**src/rtl/seq_pattern_tx.sv**
```systemverilog
// seq_pattern_tx: serial transmitter for a fixed PAT_W-bit pattern, MSB first,
// repeated repeat_cnt times with gap_len zero bits between copies. last_bit
// marks the final pattern bit of every copy so a downstream detector can be
// checked in-band. All outputs are registered and cleared by the async reset.
module seq_pattern_tx #(
  parameter int                 PAT_W   = 5,
  parameter logic [PAT_W-1:0]   PATTERN = 5'b11101,
  parameter int                 GAP_W   = 4
) (
  input  logic             clk,
  input  logic             rst,
  input  logic             start,
  input  logic [7:0]       repeat_cnt,
  input  logic [GAP_W-1:0] gap_len,
  input  logic             ready,
  input  logic             abort,
  output logic             x_out,
  output logic             x_valid,
  output logic             last_bit,
  output logic             busy,
  output logic             done
);

  localparam int               IDX_W   = $clog2(PAT_W);
  localparam logic [IDX_W-1:0] IDX_MSB = IDX_W'(PAT_W - 1);

  typedef enum logic [1:0] {
    ST_IDLE = 2'd0,
    ST_SEND = 2'd1,
    ST_GAP  = 2'd2
  } state_t;

  state_t           state_r, state_nxt_s;
  logic [IDX_W-1:0] bit_idx_r, bit_idx_nxt_s;
  logic [7:0]       copy_cnt_r, copy_cnt_nxt_s;
  logic [GAP_W-1:0] gap_cnt_r, gap_cnt_nxt_s;
  logic [GAP_W-1:0] gap_len_r, gap_len_nxt_s;
  logic [7:0]       copies_left_s;
  logic             done_nxt_s;
  logic             x_out_nxt_s, x_valid_nxt_s, last_bit_nxt_s, busy_nxt_s;
  logic             x_out_r, x_valid_r, last_bit_r, busy_r, done_r;

  // Copies still owed after the current one; saturates so the counter never wraps.
  assign copies_left_s = (copy_cnt_r != 8'd0) ? (copy_cnt_r - 8'd1) : 8'd0;

  // State and counter registers.
  always_ff @(posedge clk or negedge rst) begin
    if (!rst) begin
      state_r    <= ST_IDLE;
      bit_idx_r  <= '0;
      copy_cnt_r <= 8'd0;
      gap_cnt_r  <= '0;
      gap_len_r  <= '0;
    end else begin
      state_r    <= state_nxt_s;
      bit_idx_r  <= bit_idx_nxt_s;
      copy_cnt_r <= copy_cnt_nxt_s;
      gap_cnt_r  <= gap_cnt_nxt_s;
      gap_len_r  <= gap_len_nxt_s;
    end
  end

  // Next-state and counter update; abort beats both ready and start.
  always_comb begin
    state_nxt_s    = state_r;
    bit_idx_nxt_s  = bit_idx_r;
    copy_cnt_nxt_s = copy_cnt_r;
    gap_cnt_nxt_s  = gap_cnt_r;
    gap_len_nxt_s  = gap_len_r;
    done_nxt_s     = 1'b0;
    case (state_r)
      ST_IDLE: begin
        if (abort) begin
          state_nxt_s = ST_IDLE;
        end else if (start) begin
          if (repeat_cnt != 8'd0) begin
            state_nxt_s    = ST_SEND;
            bit_idx_nxt_s  = IDX_MSB;
            copy_cnt_nxt_s = repeat_cnt;
            gap_len_nxt_s  = gap_len;
            gap_cnt_nxt_s  = '0;
          end else begin
            done_nxt_s = 1'b1;
          end
        end else begin
          state_nxt_s = ST_IDLE;
        end
      end
      ST_SEND: begin
        if (abort) begin
          state_nxt_s    = ST_IDLE;
          bit_idx_nxt_s  = '0;
          copy_cnt_nxt_s = 8'd0;
          gap_cnt_nxt_s  = '0;
        end else if (ready) begin
          if (bit_idx_r == '0) begin
            copy_cnt_nxt_s = copies_left_s;
            if (copies_left_s == 8'd0) begin
              state_nxt_s   = ST_IDLE;
              bit_idx_nxt_s = '0;
              done_nxt_s    = 1'b1;
            end else if (gap_len_r != '0) begin
              state_nxt_s   = ST_GAP;
              gap_cnt_nxt_s = gap_len_r;
            end else begin
              bit_idx_nxt_s = IDX_MSB;
            end
          end else begin
            bit_idx_nxt_s = bit_idx_r - IDX_W'(1);
          end
        end else begin
          state_nxt_s = ST_SEND;
        end
      end
      ST_GAP: begin
        if (abort) begin
          state_nxt_s    = ST_IDLE;
          bit_idx_nxt_s  = '0;
          copy_cnt_nxt_s = 8'd0;
          gap_cnt_nxt_s  = '0;
        end else if (ready) begin
          if (gap_cnt_r <= GAP_W'(1)) begin
            state_nxt_s   = ST_SEND;
            bit_idx_nxt_s = IDX_MSB;
            gap_cnt_nxt_s = '0;
          end else begin
            gap_cnt_nxt_s = gap_cnt_r - GAP_W'(1);
          end
        end else begin
          state_nxt_s = ST_GAP;
        end
      end
      default: begin
        state_nxt_s = ST_IDLE;
      end
    endcase
  end

  // Output values for the next cycle, decoded from the next state.
  always_comb begin
    x_out_nxt_s    = 1'b0;
    x_valid_nxt_s  = 1'b0;
    last_bit_nxt_s = 1'b0;
    busy_nxt_s     = 1'b0;
    case (state_nxt_s)
      ST_SEND: begin
        x_out_nxt_s    = PATTERN[bit_idx_nxt_s];
        x_valid_nxt_s  = 1'b1;
        last_bit_nxt_s = (bit_idx_nxt_s == '0);
        busy_nxt_s     = 1'b1;
      end
      ST_GAP: begin
        x_valid_nxt_s = 1'b1;
        busy_nxt_s    = 1'b1;
      end
      default: begin
        x_out_nxt_s = 1'b0;
      end
    endcase
  end

  // Output registers, so no input reaches a port combinationally.
  always_ff @(posedge clk or negedge rst) begin
    if (!rst) begin
      x_out_r    <= 1'b0;
      x_valid_r  <= 1'b0;
      last_bit_r <= 1'b0;
      busy_r     <= 1'b0;
      done_r     <= 1'b0;
    end else begin
      x_out_r    <= x_out_nxt_s;
      x_valid_r  <= x_valid_nxt_s;
      last_bit_r <= last_bit_nxt_s;
      busy_r     <= busy_nxt_s;
      done_r     <= done_nxt_s;
    end
  end

  assign x_out    = x_out_r;
  assign x_valid  = x_valid_r;
  assign last_bit = last_bit_r;
  assign busy     = busy_r;
  assign done     = done_r;

endmodule

```
**config.mk**
```make
export PLATFORM = sky130hd
export DESIGN_NAME = seq_pattern_tx
export DESIGN_NICKNAME = d
export VERILOG_FILES = /design/src/rtl/seq_pattern_tx.sv
export SDC_FILE = /design/constraint.sdc
export NUM_CORES = 1
export LEC_CHECK = 0
export CAP_MARGIN = 15
export CORE_ASPECT_RATIO = 0.9
export CORE_MARGIN = 1
export CORE_UTILIZATION = 40
export CTS_CLUSTER_SIZE = 40
export DETAILED_ROUTE_END_ITERATION = 8
export HOLD_SLACK_MARGIN = 0.02
export PLACE_DENSITY = 0.62
export SLEW_MARGIN = 40
export SYNTH_ARGS = -nofsm -noshare
export SYNTH_HDL_FRONTEND = slang
export SYNTH_SLANG_ARGS = --single-unit
```
**constraint.sdc**
```tcl
create_clock -name clk -period 2.9 [get_ports clk]
set_clock_uncertainty 0.15 [all_clocks]
set_input_delay 0.58 -clock clk [delete_from_list [all_inputs] [get_ports clk]]
set_output_delay 0.58 -clock clk [all_outputs]
set_load 0.01 [all_outputs]
```
# Word-level counts from Yosys, hierarchy flattened
# Memories as Yosys holds them, arrays and structs flattened.
# Index checks and enable logic that the tools add are counted.
word_totals:
  register_bits: 25
  romBits: 8
  output_inout_bits: 5
  elab_cells: 98
  n_memories: 1
mem_list:
  columns: ["name", "depth", "word_bits", "read_ports", "rd_clocked_by_memory_dff", "wr", "line_no", "text"]
  rows:
  - ["(name not given)", 8, 1, 1, 0, 0, "147", "x_out_nxt_s = PATTERN[bit_idx_nxt_s];"]
classes:
  add_sub_neg: 3
  magnitude_cmp: 2
  eq_ne: 13
  muxes: 57
  bitwise_logic: 1
  n_reduce_logical: 12
ops:
  columns: ["cell", "n"]
  rows:
  - ["$mux W8", 8]
  - ["$mux W4", 11]
  - ["$mux W3", 11]
  - ["$pmux W8 S3", 1]
  - ["$mux W2", 11]
  - ["$reduce_bool A8 Y1", 2]
  - ["$ne A3 B3 Y1 const B", 5]
  - ["$pmux W4 S3", 1]
  - ["$mux W1", 11]
  - ["$pmux W3 S3", 1]
  - ["$reduce_and A9 Y1", 1]
  - ["$logic_not A8 Y1", 1]
  - ["$ne A2 B2 Y1 const B", 4]
  - ["$sub A8 B1 Y8 const B", 1]
  - ["$reduce_and A7 Y1", 1]
  - ["$logic_not A3 Y1", 2]
  - ["$pmux W2 S3", 1]
  - ["$eq A2 B1 Y1 const B", 2]
  - ["$eq A2 B2 Y1 const B", 2]
  - ["$le A4 B1 Y1 const B", 1]
  - ["$lt A3 B4 Y1 const B", 1]
  - ["$reduce_and A4 Y1", 1]
  - ["$reduce_bool A4 Y1", 1]
  - ["$sub A4 B1 Y4 const B", 1]
  - ["6 further kinds", 6]

# Logic depth before layout (Yosys ltp)
# Gate-level depths: netlist of the first run.
depth:
  depth_word: 11
  mapped_depth: 12
  mapped_depth_nobuf: 11

# Worst setup path after synthesis of the first run
# Ideal clock, no wire load.
synth_timing:
  path_type: "reg-to-reg"
  start: "register copy_cnt_r[0]"
  end: "register last_bit_r (netlist: last_bit)"
  setup_ns: 0.101
  t_arrival_ns: 2.417
  t_required_ns: 2.649
  slack_ns: 0.232
  stages_incl_launch_ff: 13
  cell_sequence: "dfrtp_1 -> inv_1 -> ha_1 -> clkbuf_1 -> xnor2_1 -> nand4_1 -> a2111oi_4 -> and2_4 -> a211o_2 -> a31o_2 -> ha_1 -> inv_1 -> nor4_1"
synth_via:
  elab_chain_cells: 10
  word_cells_on_any_way: 17
  classes_between: "add/sub: 1; eq/ne: 1; mux: 12; reduce/logical: 3"
synth_lines:
  columns: ["element", "line_no", "text"]
  rows:
  - ["start: declaration", "35", "logic [7:0] copy_cnt_r, copy_cnt_nxt_s;"]
  - ["start signal: assignment", "57", "copy_cnt_r <= copy_cnt_nxt_s;"]
  - ["$sub A8 B1 Y8 or $reduce_bool A8 Y1 (tied branches)", "44", "assign copies_left_s = (copy_cnt_r != 8'd0) ? (copy_cnt_r - 8'd1) : 8'd0;"]
  - ["$mux W8 *", "44", null]
  - ["$logic_not A8 Y1 *", "98", "if (copies_left_s == 8'd0) begin"]
  - ["$mux W2 or $mux W3 (tied branches)", "98", null]
  - ["$mux W2 or $mux W3 (tied branches)", "96", "if (bit_idx_r == '0) begin"]
  - ["$mux W2 or $mux W3 (tied branches)", "95", "end else if (ready) begin"]
  - ["$mux W2 or $mux W3 (tied branches)", "90", "if (abort) begin"]
  - ["$pmux W2 S3 or $pmux W3 S3 (tied branches)", "71", "case (state_r)"]
  - ["$eq A2 B1 Y1 or $logic_not A3 Y1 (tied branches)", "145, 149", null]
  - ["$mux W1 *", "145", "case (state_nxt_s)"]
  - ["net last_bit_nxt_s", "40", "logic x_out_nxt_s, x_valid_nxt_s, last_bit_nxt_s, busy_nxt_s;"]
  - ["end signal: assignment", "173", "last_bit_r <= last_bit_nxt_s;"]
  - ["end: declaration", "41", "logic x_out_r, x_valid_r, last_bit_r, busy_r, done_r;"]
# The timed path passes the listed nets; every way through them passes the cells marked *.
# A chain may end at the register's enable or synchronous reset.

# Final worst setup path of the first run
layout_timing:
  start: "register copy_cnt_r[2]"
  end: "register last_bit_r (netlist: last_bit)"
layout_via:
  elab_chain_cells: 10
  word_cells_on_any_way: 17
  classes_between: "add/sub: 1; eq/ne: 1; mux: 12; reduce/logical: 3"
layout_lines:
  columns: ["element", "line_no", "text"]
  rows:
  - ["$sub A8 B1 Y8 or $reduce_bool A8 Y1 (tied branches)", "44", null]
  - ["$mux W8 *", "44", null]
  - ["$logic_not A8 Y1 *", "98", null]
  - ["$mux W2 *", "98", null]
  - ["$mux W2 *", "96", null]
  - ["$mux W2 *", "95", null]
  - ["$mux W2 *", "90", null]
  - ["$pmux W2 S3 *", "71", null]
  - ["net state_nxt_s[0]", "33", "state_t state_r, state_nxt_s;"]
  - ["$eq A2 B1 Y1 *", "145", null]
  - ["$mux W1 *", "145", null]
  - ["net last_bit_nxt_s", "40", null]
# Marks and branches as above.

==> results of run 1 <==
final cells by class:
type	count	area, um2	area share, %
multi-input cells	148	1039	47.62
clock buffers	4	45.04	2.065
inverters	20	75.07	3.442
flip-flops and latches	25	626.9	28.74
repair buffers	34	320.3	14.69
well taps	60	75.07	3.442
cell usage in the layout (no fill, tap or decap), types with 3 or more instances in the layout:
master	Yosys	routed
clkdlybuf4s50_1	0	21
mux2_2	5	5
inv_1	20	20
nor2b_1	4	4
nor2_1	17	17
ha_1	10	9
nor3_1	5	5
a21oi_1	14	14
mux2i_1	4	4
nand2b_1	4	4
nor4_1	4	3
a211oi_1	3	3
buf_4	1	12
o21ai_0	17	17
nand2_1	18	18
a31oi_1	3	3
clkbuf_8	0	3
dfrtp_1	25	24
layer usage:
| metal | up-vias | GRT usage (%) | share of wire, % |
|---|---|---|---|
| li1 | 790 | - | - |
| met1 | 754 | 29.28 | 52 |
| met2 | 32 | 30.31 | 43 |
| met3 | 4 | 3.733 | 4.0 |
| met4 | 0 | 3.431 | 0.57 |
| met5 | - | 0 | 0 |
flip-flops by register name, summed over array words and instances, names as in the netlist:
register and cells:
bit_idx_r 3, busy 1, copy_cnt_r 8, done 1, gap_cnt_r 4, gap_len_r 4
last_bit 1, state_r 2, x_out 1
timing repair:
| action | in CTS | in global routing |
|---|---|---|
| setup endpoints to repair | 0 | 1 |
| gates resized for setup | 0 | 3 |
| buffers inserted | 0 | 1 |
worst max-delay path by stage:
| stage | from | to | slack [ns] | cells after the start |
|---|---|---|---|---|
| 3_3_place_gp | start | last_bit | 0.16 | 8 |
| 4_1_cts | copy_cnt_r[2] | last_bit | 0.14 | 9 |
| 5_1_grt | copy_cnt_r[2] | last_bit | -0.04 | 9 |
| 3_5_place_dp | start | last_bit | 0.16 | 8 |
| 2_1_floorplan | copy_cnt_r[0] | last_bit | 0.23 | 12 |
| 6_report | copy_cnt_r[2] | last_bit | 0.20 | 9 |
Yosys cell counts, drive strengths merged (2+ instances only):
library cell,number
a211oi,3
a32o,2
clkbuf,5
a31oi,3
nor2b,4
a21oi,16
o2bb2ai,2
and2,3
nor2,17
o31ai,3
dfrtp,25
nand4,2
o21ai,17
o31a,2
nor3,5
ha,10
a22oi,2
a2111oi,2
nand2,18
o211ai,2
nor4,4
mux2i,4
nand2b,4
a31o,2
inv,20
a221oi,2
mux2,5
worst max-delay path, cell delays in order, from the launching register on:
cell and delay [ns]:
dfrtp_2 0.45, or4_4 0.56, a2111oi_4 0.34, a21oi_2 0.08, a21oi_1 0.14, o21ai_0 0.09, a31oi_1 0.28, ha_1 0.21
inv_1 0.05, nor4_2 0.25
report_power, final:
group / internal (W) / switching (W) / leakage [nW]
registers: 0.000448 / 0.000133 / 0.318
clock network: 0.0000984 / 0.000110 / 0.0228
logic: 0.000338 / 0.000382 / 0.568
total: 0.000884 / 0.000625 / 0.909
cells by family after synthesis:
group	count (synthesis)	synth area share (%)
compound gates	66	27.99
simple gates	62	17.52
buf+inv	26	5.769
flops	25	35.61
fa+ha+maj	10	7.123
mux	9	5.484
xor+xnor	1	0.4987
per-stage QoR:
step,cell area [um2],instances,hold slack [ns],worst slack [ns],util [%]
after floorplan,1757,199,0.1344,0.2319,-
after global placement,2118,286,0.3752,0.1644,50.96
after detailed placement,2118,286,0.3768,0.1550,50.96
after CTS,2163,290,0.4001,0.1411,52.05
after global routing,2181,291,0.4177,-0.03572,52.47
final,2181,291,0.3924,0.1970,52.47
==> impl_metrics.yaml, run 1 <==
final_layout:
  n_fill_cell: 402
  syn2layout_area_growth_pct: 24.15
  antenna_cells: 0
  nets: 259
  drive_gt1_share_pct: 16.45
worst_hold_path:
  hp-start: "gap_len_r[0]"
  hold_path_class: "reg2reg"
  whs_endpoint: "gap_len_r[0]"
  min_path_cells: 1
clock_network:
  cts-buffers-inserted: 3
  cts_buffer_depth: 2
  clk_latency_ns: 0.27
  cts_sinks: 25
  clk_pin_slew_worst_paths_ns: 0.09
  cts-root-buf: "clkbuf_8"
  cts_tree: "yes"
  cts_hold_buf: 0
  cts_max_level: 1
route:
  viasPerCell: 5.430
  firstDrtPassIters: 4
  drtIter0Drc: 99
  wl_per_cell_um: 13.99
  drc: 0
  ant_nets: 0
  wirelength_um: 4070
  dr_total_vias: 1580
timing:
  fin_crit_sh_pct: 93.21
  worst_slew_pin_slew_ns: 0.6669
  slew_violations: 0
  setup_viol: 0
  max_slew_margin_pct: 55.27
  tns_ns: 0
  fmax_mhz: 370.0
  hold_viol: 0
  period_minus_slack_ns: 2.703
synth:
  synth_cell_types: 45
  async_reset_ff_share_pct: 100.0
  synth_seq_cells: 25
  syn_area_per_cell_um2: 8.828
  syn_inst: 199
  syn_nets: 226
  synth_top_area_cell: "dfrtp_1"
  ys_top_cells_by_area: "dfrtp_1 36%, ha_1 7.1%, o21ai_0 4.8%, inv_1 4.3%, a21oi_1 4.0%"
  syn_area_mm2: 0.001757
  synth_ff_type: "dfrtp_1"
  synth_edf_count: 0
  ys_warn_count: 0
  synth_top_area_share_pct: 35.61
  seq_area_frac_synth_pct: 35.61
critical_path:
  cp_max_fo: 7
  worstSetupPathType: "reg2reg"
  r2r_cells: 9
  reg2reg_slack_ns: 0.20
  cp_data_arrival_time_ns: 2.74
  start_kind: "flip-flop"
  required_ns: 2.93
  critPathCaptureType: "flip-flop"
  reg2reg_to: "last_bit"
  reg2reg_from: "copy_cnt_r[2]"
global_routing:
  grt_first_pass_wirelength_um: 7203
  grt_pass1_vias: 1507
  grt_overflow: 0
  antenna_found_initial: 0
  grt_util_all_layers_pct: 19.83
  grt_max_degree: 26
floorplan:
  rows: 22
  core_area_mm2: 0.004156
  ios: 22
  fp.dieArea_mm2: 0.004661
  chipHeight_um: 64.87
  fp.dieW_um: 71.86
  start_util_pct: 42.26
power:
  power_density_mw_per_mm2: 692.0
  power.total_w: 0.001509
  p_leak_nw: 0.9094
  ir_drop_mv: 0.3943
status:
  status: "finished, final reports clean"
job:
  maxCapViolations: 0
placed_design:
  dp.final_hpwl_um: 3160
  io_buffers: 21
  place_congestion: 0.8478
Note: power is estimated with default switching activity, not from simulation.
==> run 2: changes to the inputs <==
Clock period 2.9 ns to 2.8 ns, I/O delays scaled along.
==> impl_metrics.yaml, run 2 (synthesis results as in run 1) <==
critical_path:
  cp_top_family: "compound AO/OA/AOI/OAI gates"
  worstSetupPathType: "reg2reg"
  critPathSlowestCell: "or4_4"
  cp_max_fo: 5
  cp_data_arrival_time_ns: 2.66
  crit_buf_inv: 1
  critPathCaptureType: "flip-flop"
  required_ns: 2.81
  cpPeakStageDelay_ns: 0.57
  start_kind: "flip-flop"
  path_cells: "or4_4, a2111oi_4, a21oi_2, and2_4, a211o_2, a31o_2, ha_1, inv_1, nor4_2"
placed_design:
  dp.final_hpwl_um: 3123
  dp_slack_ns: 0.07617
  io_buffers: 21
  place_congestion: 0.9007
route:
  viasPerCell: 5.438
  wirelength_um: 4063
  drc: 0
  dr_total_vias: 1615
  firstDrtPassIters: 4
  ant_nets: 0
  drtIter0Drc: 117
  wl_per_cell_um: 13.68
power:
  switching_power_w: 0.0006514
  p_comb_share_pct: 49.4
  swShare_pct: 40.93
  ir_drop_mv: 0.3351
  power_density_mw_per_mm2: 715.3
  p_seq_share_pct: 36.8
  p_leak_nw: 0.9421
  power.share.clock_pct: 13.8
  p_int_w: 0.0009399
global_routing:
  grt_first_pass_wirelength_um: 7010
  grt_util_all_layers_pct: 19.34
  antenna_found_initial: 0
  grt_overflow: 0
  grt_max_degree: 26
  grt_pass1_vias: 1491
final_layout:
  layout_common_cells: "24 x dfrtp_1, 21 x clkdlybuf4s50_1, 20 x inv_1"
  antenna_cells: 0
  largest_registers: "copy_cnt_r (8), gap_cnt_r (4), gap_len_r (4)"
  syn2layout_area_growth_pct: 26.64
  final_common_cell: "dfrtp_1"
  multi_input_area_mm2: 0.001036
  nets: 265
  largest_reg_flops: 8
  n_fill_cell: 386
  drive_gt1_share_pct: 18.57
  ff_latch_area_um2: 626.9
  largest_register: "copy_cnt_r"
timing:
  setup_ws_ns: 0.1574
  hold_viol: 0
  slew_violations: 0
  max_slew_margin_pct: 56.11
  rsz0062_at_grt: "false"
  setup_viol: 0
  period_minus_slack_ns: 2.643
  fin_crit_sh_pct: 94.38
  fmax_mhz: 378.4
  tns_ns: 0
  worst_slew_pin_slew_ns: 0.6543
floorplan:
  rows: 22
  fp.dieW_um: 71.86
  fp.dieArea_mm2: 0.004661
  ios: 22
  chipHeight_um: 64.87
  core_area_mm2: 0.004156
  start_util_pct: 42.26
clock_network:
  cts-root-buf: "clkbuf_8"
  clk_latency_ns: 0.28
  cts_tree: "yes"
  cts_sinks: 25
  cts_hold_buf: 0
  cts-buffers-inserted: 3
  clk_pin_slew_worst_paths_ns: 0.09
  cts_buffer_depth: 2
  cts_max_level: 1
worst_hold_path:
  hold_path_class: "reg2reg"
status:
  status: "finished, final reports clean"
job:
  maxCapViolations: 0
[run 2: cell types whose count changed in the layout (fill, tap and decap cells not counted), sizes merged]
cell    change
buf         +6
clkinv      +1
clkbuf      -1
[run 2: path summary, 6_finish.rpt]
kind | from | slack [ns] | depth (start not counted) | end
max in group asynchronous | rst | 1.74 | 2 | copy_cnt_r[0]
worst min register to register | gap_len_r[0] | 0.40 | 1 | gap_len_r[0]
worst min-delay path | gap_len_r[0] | 0.40 | 1 | gap_len_r[0]
worst max-delay path | copy_cnt_r[2] | 0.16 | 9 | last_bit
worst max register to register | copy_cnt_r[2] | 0.16 | 9 | last_bit
min in group asynchronous | rst | 0.49 | 2 | copy_cnt_r[4]
[run 2: final cells by class]
type,instances,share of cell area (%)
clock inverters,1,0.2250
repair buffers,40,16.42
inverters,20,3.375
clock buffers,3,1.856
flip-flops and latches,25,28.18
multi-input cells,148,46.57
well taps,60,3.375
[run 2: power by group through the flow]
stage                     sequential (W)  clock, W  combinational (W)
after floorplan                 0.000578         0           0.000501
final                           0.000585  0.000220           0.000786
after global routing            0.000602  0.000243           0.000875
after CTS                       0.000587  0.000228           0.000750
after global placement          0.000594         0           0.000752
after detailed placement        0.000594         0           0.000745
[run 2: repair_timing]
item | 4_1_cts | 5_1_grt
resized for setup | 0 | 2
setup endpoints to repair | 0 | 1
setup buffers | 0 | 4
[run 2: per-layer routing]
metal / GRT usage (%) / routed length (um) / share of wire, %
met4: 5.147 / 34 / 0.84
met1: 28.06 / 1988 / 49
met3: 4.044 / 179 / 4.4
met5: 0 / 0 / 0
met2: 29.01 / 1861 / 46
[run 2: worst register-to-register path, cell delays in order (launching register included)]
cell and delay (ns):
dfrtp_1 0.39, or4_4 0.57, a2111oi_4 0.34, a21oi_2 0.08
and2_4 0.19, a211o_2 0.28, a31o_2 0.25, ha_1 0.18
inv_1 0.06, nor4_2 0.04
[run 2: through the flow]
stage | area (um2) | std cells | hold slack (ns) | total power, W | utilization (%)
after global routing | 2225 | 297 | 0.4158 | 0.001720 | 53.52
after detailed placement | 2141 | 289 | 0.3768 | 0.001339 | 51.51
after global placement | 2141 | 289 | 0.3815 | 0.001347 | 51.51
after floorplan | 1757 | 199 | 0.1144 | 0.001079 | -
after CTS | 2187 | 293 | 0.4005 | 0.001565 | 52.62
final | 2225 | 297 | 0.4020 | 0.001591 | 53.52
